**config.mk**
```make
export PLATFORM = sky130hd
export DESIGN_NAME = bcd_to_bin_serial_flat
export DESIGN_NICKNAME = d
export VERILOG_FILES = /design/src/rtl/bcd_pkg.sv /design/src/rtl/bcd_to_bin_serial_if.sv /design/src/rtl/bcd_digit_adjust.sv /design/src/rtl/bcd_to_bin_serial.sv /design/src/flat_wrapper.sv
export SDC_FILE = /design/constraint.sdc
export NUM_CORES = 1
export LEC_CHECK = 0
export BUFFER_PORTS_ARGS = -buffer_cell sky130_fd_sc_hd__buf_2
export CELL_PAD_IN_SITES_DETAIL_PLACEMENT = 0
export CELL_PAD_IN_SITES_GLOBAL_PLACEMENT = 1
export CORE_UTILIZATION = 46
export CTS_CLUSTER_DIAMETER = 100
export DETAILED_ROUTE_END_ITERATION = 10
export GPL_TIMING_DRIVEN = 0
export PLACE_DENSITY = 0.91
export SLEW_MARGIN = 15
export SYNTH_ARGS = -nofsm -noshare
export SYNTH_HDL_FRONTEND = slang
export SYNTH_SLANG_ARGS = --single-unit
```
**constraint.sdc**
```tcl
create_clock -name clk -period 3.15 [get_ports clk]
set_clock_uncertainty 0.1 [all_clocks]
set_input_delay 0.315 -clock clk [delete_from_list [all_inputs] [get_ports clk]]
set_output_delay 0.315 -clock clk [all_outputs]
set_load 0.005 [all_outputs]
```
**src/rtl/bcd_pkg.sv**
```systemverilog
// Shared types and constants for the serial BCD-to-binary converter.
// State encoding and the largest legal BCD digit.
package bcd_pkg;

    typedef enum logic [1:0] {
        IDLE  = 2'd0,
        SHIFT = 2'd1,
        DONE  = 2'd2
    } state_t;

    localparam logic [3:0] BCD_MAX = 4'd9;

endpackage

```
**src/rtl/bcd_to_bin_serial_if.sv**
```systemverilog
// Start/busy/done handshake bundle between the BCD capture side and the converter.
// The master drives the request, the slave returns status and result.
interface bcd_to_bin_serial_if #(
    parameter int DIGITS = 2,
    parameter int BIN_W  = 7
);
    logic                  start;
    logic [4*DIGITS-1:0]   bcd_in;
    logic                  busy;
    logic                  done;
    logic                  err;
    logic [BIN_W-1:0]      bin_out;

    modport master (
        output start,
        output bcd_in,
        input  busy,
        input  done,
        input  err,
        input  bin_out
    );

    modport slave (
        input  start,
        input  bcd_in,
        output busy,
        output done,
        output err,
        output bin_out
    );
endinterface

```
**src/rtl/bcd_digit_adjust.sv**
```systemverilog
// One BCD field correction for reverse double-dabble.
// A field that reached 8+ after a right shift borrowed a ten; take back 3.
module bcd_digit_adjust (
    input  logic [3:0] din,
    output logic [3:0] dout
);
    assign dout = (din >= 4'd8) ? din - 4'd3 : din;
endmodule

```
**src/rtl/bcd_to_bin_serial.sv**
```systemverilog
// Serial BCD-to-binary converter: reverse double-dabble, one shift per clock.
// Invalid digits short-circuit straight to DONE with err set and a zero result.
module bcd_to_bin_serial
    import bcd_pkg::*;
#(
    parameter int DIGITS = 2,
    parameter int BIN_W  = 7
) (
    input  logic             clk,
    input  logic             rst,
    bcd_to_bin_serial_if.slave bus
);
    localparam int BCD_W = 4 * DIGITS;
    localparam int SR_W  = BCD_W + BIN_W;
    localparam int CNT_W = $clog2(BIN_W + 1);

    state_t             state;
    logic [SR_W-1:0]    sreg;
    logic [SR_W-1:0]    shifted;
    logic [SR_W-1:0]    adjusted;
    logic [CNT_W-1:0]   count;
    logic               bad;
    logic               busy_q;
    logic               done_q;
    logic               err_q;
    logic [BIN_W-1:0]   bin_q;

    always_comb begin
        bad = 1'b0;
        for (int i = 0; i < DIGITS; i++) begin
            if (bus.bcd_in[4*i +: 4] > BCD_MAX) begin
                bad = 1'b1;
            end
        end
    end

    assign shifted = sreg >> 1;

    // Only the BCD fields are corrected; the binary tail shifts through untouched.
    for (genvar g = 0; g < DIGITS; g++) begin : g_adj
        bcd_digit_adjust u_adj (
            .din  (shifted[BIN_W+4*g +: 4]),
            .dout (adjusted[BIN_W+4*g +: 4])
        );
    end

    assign adjusted[BIN_W-1:0] = shifted[BIN_W-1:0];

    always_ff @(posedge clk or posedge rst) begin
        if (rst) begin
            state  <= IDLE;
            sreg   <= '0;
            count  <= '0;
            busy_q <= 1'b0;
            done_q <= 1'b0;
            err_q  <= 1'b0;
            bin_q  <= '0;
        end else begin
            case (state)
                IDLE: begin
                    if (bus.start) begin
                        busy_q <= 1'b1;
                        if (bad) begin
                            err_q  <= 1'b1;
                            bin_q  <= '0;
                            done_q <= 1'b1;
                            state  <= DONE;
                        end else begin
                            err_q <= 1'b0;
                            sreg  <= {bus.bcd_in, {BIN_W{1'b0}}};
                            count <= CNT_W'(BIN_W);
                            state <= SHIFT;
                        end
                    end
                end
                SHIFT: begin
                    sreg  <= adjusted;
                    count <= count - 1'b1;
                    if (count == CNT_W'(1)) begin
                        bin_q  <= adjusted[BIN_W-1:0];
                        done_q <= 1'b1;
                        state  <= DONE;
                    end
                end
                DONE: begin
                    done_q <= 1'b0;
                    busy_q <= 1'b0;
                    state  <= IDLE;
                end
                default: begin
                    done_q <= 1'b0;
                    busy_q <= 1'b0;
                    state  <= IDLE;
                end
            endcase
        end
    end

    assign bus.busy    = busy_q;
    assign bus.done    = done_q;
    assign bus.err     = err_q;
    assign bus.bin_out = bin_q;

endmodule

```
**src/flat_wrapper.sv**
```systemverilog
// flat-port wrapper written by rule: the top's interface ports become plain ports
module bcd_to_bin_serial_flat import bcd_pkg::*;
#(
    parameter int DIGITS = 2,
    parameter int BIN_W  = 7
)
  (clk, rst, bus_start, bus_bcd_in, bus_busy, bus_done, bus_err, bus_bin_out);
  bcd_to_bin_serial_if #(.DIGITS(DIGITS), .BIN_W(BIN_W)) bus_i ();
  input  logic clk;
  input  logic rst;
  input wire logic [$bits(bus_i.start)-1:0] bus_start;
  input wire logic [$bits(bus_i.bcd_in)-1:0] bus_bcd_in;
  output wire logic [$bits(bus_i.busy)-1:0] bus_busy;
  output wire logic [$bits(bus_i.done)-1:0] bus_done;
  output wire logic [$bits(bus_i.err)-1:0] bus_err;
  output wire logic [$bits(bus_i.bin_out)-1:0] bus_bin_out;
  assign bus_i.start = bus_start;
  assign bus_i.bcd_in = bus_bcd_in;
  assign bus_busy = bus_i.busy;
  assign bus_done = bus_i.done;
  assign bus_err = bus_i.err;
  assign bus_bin_out = bus_i.bin_out;
  bcd_to_bin_serial #(.DIGITS(DIGITS), .BIN_W(BIN_W)) u_core (.clk(clk), .rst(rst), .bus(bus_i));
endmodule
```
==> results.yml <==
placed_design:
  port_buffers: 20
  pre_cts_slack_ns: 1.503
  gp_congestion: 0.8403
  place_inst: 219
  dpl.hpwl_um: 2444
critical_path:
  critical_path_class: "flop to flop"
  critPathLaunch: "u_core.state[1]"
  worst-path-max-fanout: 10
  end_kind: "flop"
  critPathLaunchType: "flop"
  critical_path.cell_chain: "buf_2 > nor2b_2 > nand3_2 > a311o_1"
  worstPathRequired_ns: 3.28
  cpPeakStageDelay_ns: 0.42
  critPathSlowestCell: "dfrtp_1"
  worstReg2RegStart: "u_core.state[1]"
  critPathArrivalTime_ns: 1.73
synthesis:
  synth-seq-cells: 29
  synth_area_leaders: "dfrtp_1 48%, nand2_1 8.0%, o21ai_0 5.0%"
  synth_most_common_cell: "nand2_1"
  synth_edf_count: 0
  syn-num-nets: 170
  synth_top_area_share: 0.4833
  synth_area_leader_cell: "dfrtp_1"
  ys_seq_area_frac: 0.4833
  yosysUniqueCellTypes: 38
  synthCells: 155
  async_flop_share: 1.000
  yosysWarnings: 0
  synthTopCellsByCount: "32 x nand2_1, 29 x dfrtp_1, 15 x o21ai_0"
  dominantRegCellSynth: "dfrtp_1"
  postSynthAreaPerCell_um2: 9.687
  syn_area_mm2: 0.001501
floorplan:
  pin_count: 21
  rows: 20
  die_area_mm2: 0.003496
  core_mm2: 0.003078
  die_x_um: 59.13
  start_util: 0.4878
  dieHeight_um: 59.13
timing:
  max_freq_mhz: 624.0
  min_period_ns: 1.603
  setup_viol: 0
  fin_setup_tns_ns: 0
  holdWs_ns: -0.01450
  fin_ws_ns: 1.547
  max_slew_margin: 0.3205
  hold_viol_final: 29
  worst_slew_pin_slew_ns: 1.013
  slew_violations: 0
  rsz0062_at_grt: "no"
  fin_crit_sh: 0.5088
routing:
  antenna_left: 0
  wl_um: 3408
  via_count: 1278
  routedWlPerCell_um: 15.01
  drtIter0Drc: 66
  viasPerCell: 5.630
  dr.pass1.iters: 4
  drc_errors: 0
pwr:
  switching_share: 0.3962
  power_frac_clock: 0.161
  cellLeakagePower_nw: 0.7714
  internal-power_mw: 0.8129
  power-per-cell-area_mw_per_mm2: 788.2
  finalPower_mw: 1.346
  p_sw_mw: 0.5333
  vdd_drop_max_v: 0.0003458
  power_frac_comb: 0.392
  power_frac_seq: 0.447
layout:
  post-route-util: 0.5549
  regArea_um2: 725.7
  multi_input_area_um2: 695.7
  final_nets: 197
  drive_gt1_frac: 0.2350
  nFillCells: 292
  area_growth_pct: 13.75
  final_cell_count_no_fill: 227
  antennaDiodeCount: 0
clock_network:
  clockRootBuffer: "clkbuf_4"
  cts_max_level: 2
  clock_path_buffers: 2
  cts_hold_buffers: 0
  cts_resized: 0
  post_cts_buffers: 0
  clock_sinks: 29
  cts_tree: "yes"
  clk_pin_slew_ns: 0.09
  numCtsBuffers: 5
  clkLatencyLatePin_ns: 0.33
global_routing:
  grt_max_degree: 30
  globalRouteTotalUtil: 0.2311
  grt_use_met1: 0.2588
  antenna_found_initial: 0
  met2_usage: 0.3734
  globalRoute.busiestLayer: "met2"
  grtUsageMet3: 0.07205
  first_global_vias: 1301
  overflow: 0
  grt_pass1_wl_um: 5802
run:
  drv_cap: 0
hold_path:
  hold_class: "input port to asynchronous set/reset pin"
status:
  violations: "hold timing"
  status: "finished, violations left"
==> stage by stage <==
step	hold slack, ns	cell area, µm²
2_1_floorplan	0.2931	1501
6_report	-0.01450	1708
3_5_place_dp	0.3970	1657
4_1_cts	0.1257	1708
5_1_grt	0.03957	1708
3_3_place_gp	0.3784	1657
==> power groups by stage <==
stage / Clock, mW / Sequential [mW] / Combinational, mW
after floorplan: 0 / 0.584 / 0.388
after global placement: 0 / 0.601 / 0.497
after detailed placement: 0 / 0.608 / 0.525
after CTS: 0.222 / 0.601 / 0.529
after global routing: 0.240 / 0.618 / 0.596
final: 0.217 / 0.602 / 0.527
==> per-layer routing <==
layer  wire length [µm]  vias up
met5                  0        -
met4                129        0
met3                171       17
met2               1689       38
met1               1417      623
li1                   -      600
==> final cells by class <==
| cell class | count | area share |
|---|---|---|
| clock inverters | 2 | 0.005861 |
| well taps | 44 | 0.03223 |
| plain buffers | 8 | 0.02491 |
| inverters | 10 | 0.02198 |
| multi-input cells | 108 | 0.4073 |
| repair buffers | 20 | 0.05861 |
| clock buffers | 6 | 0.02418 |
| flip-flops and latches | 29 | 0.4249 |
==> flip-flops by register name, summed over array words and instances (netlist names) <==
name	count
u_core.sreg	14
u_core.bus.bin_out	7
u_core.count	3
u_core.state	2
u_core.bus.busy	1
u_core.bus.err	1
u_core.bus.done	1
==> worst paths after layout <==
path / endpoint / slack (ns) / depth (start not counted)
max: u_core.sreg[8] / 1.55 / 4
min: u_core.bus.done / -0.01 / 2
max reg2reg: u_core.sreg[8] / 1.55 / 4
min reg2reg: u_core.bus.err / 0.42 / 2
max in group asynchronous: u_core.bus.bin_out[4] / 2.50 / 2
min in group clk: u_core.sreg[11] / 0.13 / 3
==> cell usage in the layout (no fill, tap or decap), drive strengths merged, types with 2 or more instances in the layout <==
| cell | count |
|---|---|
| buf | 25 |
| nor2 | 6 |
| xnor2 | 2 |
| inv | 9 |
| nor2b | 4 |
| o311ai | 3 |
| o21a | 2 |
| clkinv | 3 |
| nand3b | 2 |
| nand2b | 2 |
| nand3 | 3 |
| clkbuf | 9 |
| o211ai | 3 |
| nor3 | 2 |
| ha | 4 |
| o31ai | 2 |
| dfrtp | 29 |
| a21oi | 7 |
| o21ai | 18 |
| a31oi | 2 |
| nand2 | 32 |
| a22oi | 3 |
| a41oi | 2 |
==> logic make-up after synthesis <==
| kind of cell | Yosys count | synth area share |
|---|---|---|
| adder cells (fa/ha/maj) | 4 | 0.03333 |
| AO/OA/AOI/OAI | 46 | 0.2158 |
| AND/OR/NAND/NOR | 55 | 0.1958 |
| multiplexers | 1 | 0.006667 |
| buffers and inverters | 18 | 0.05334 |
| flip-flops | 29 | 0.4833 |
| XOR/XNOR | 2 | 0.01167 |
==> worst max-delay path: cells and delay by family (launching register included) <==
kind | cells | cell delay, ns
flip-flops | 1 | 0.42
AO/OA/AOI/OAI | 1 | 0.40
AND/OR/NAND/NOR | 2 | 0.38
buffers and inverters | 1 | 0.19
(Power assumes the default switching activity.)
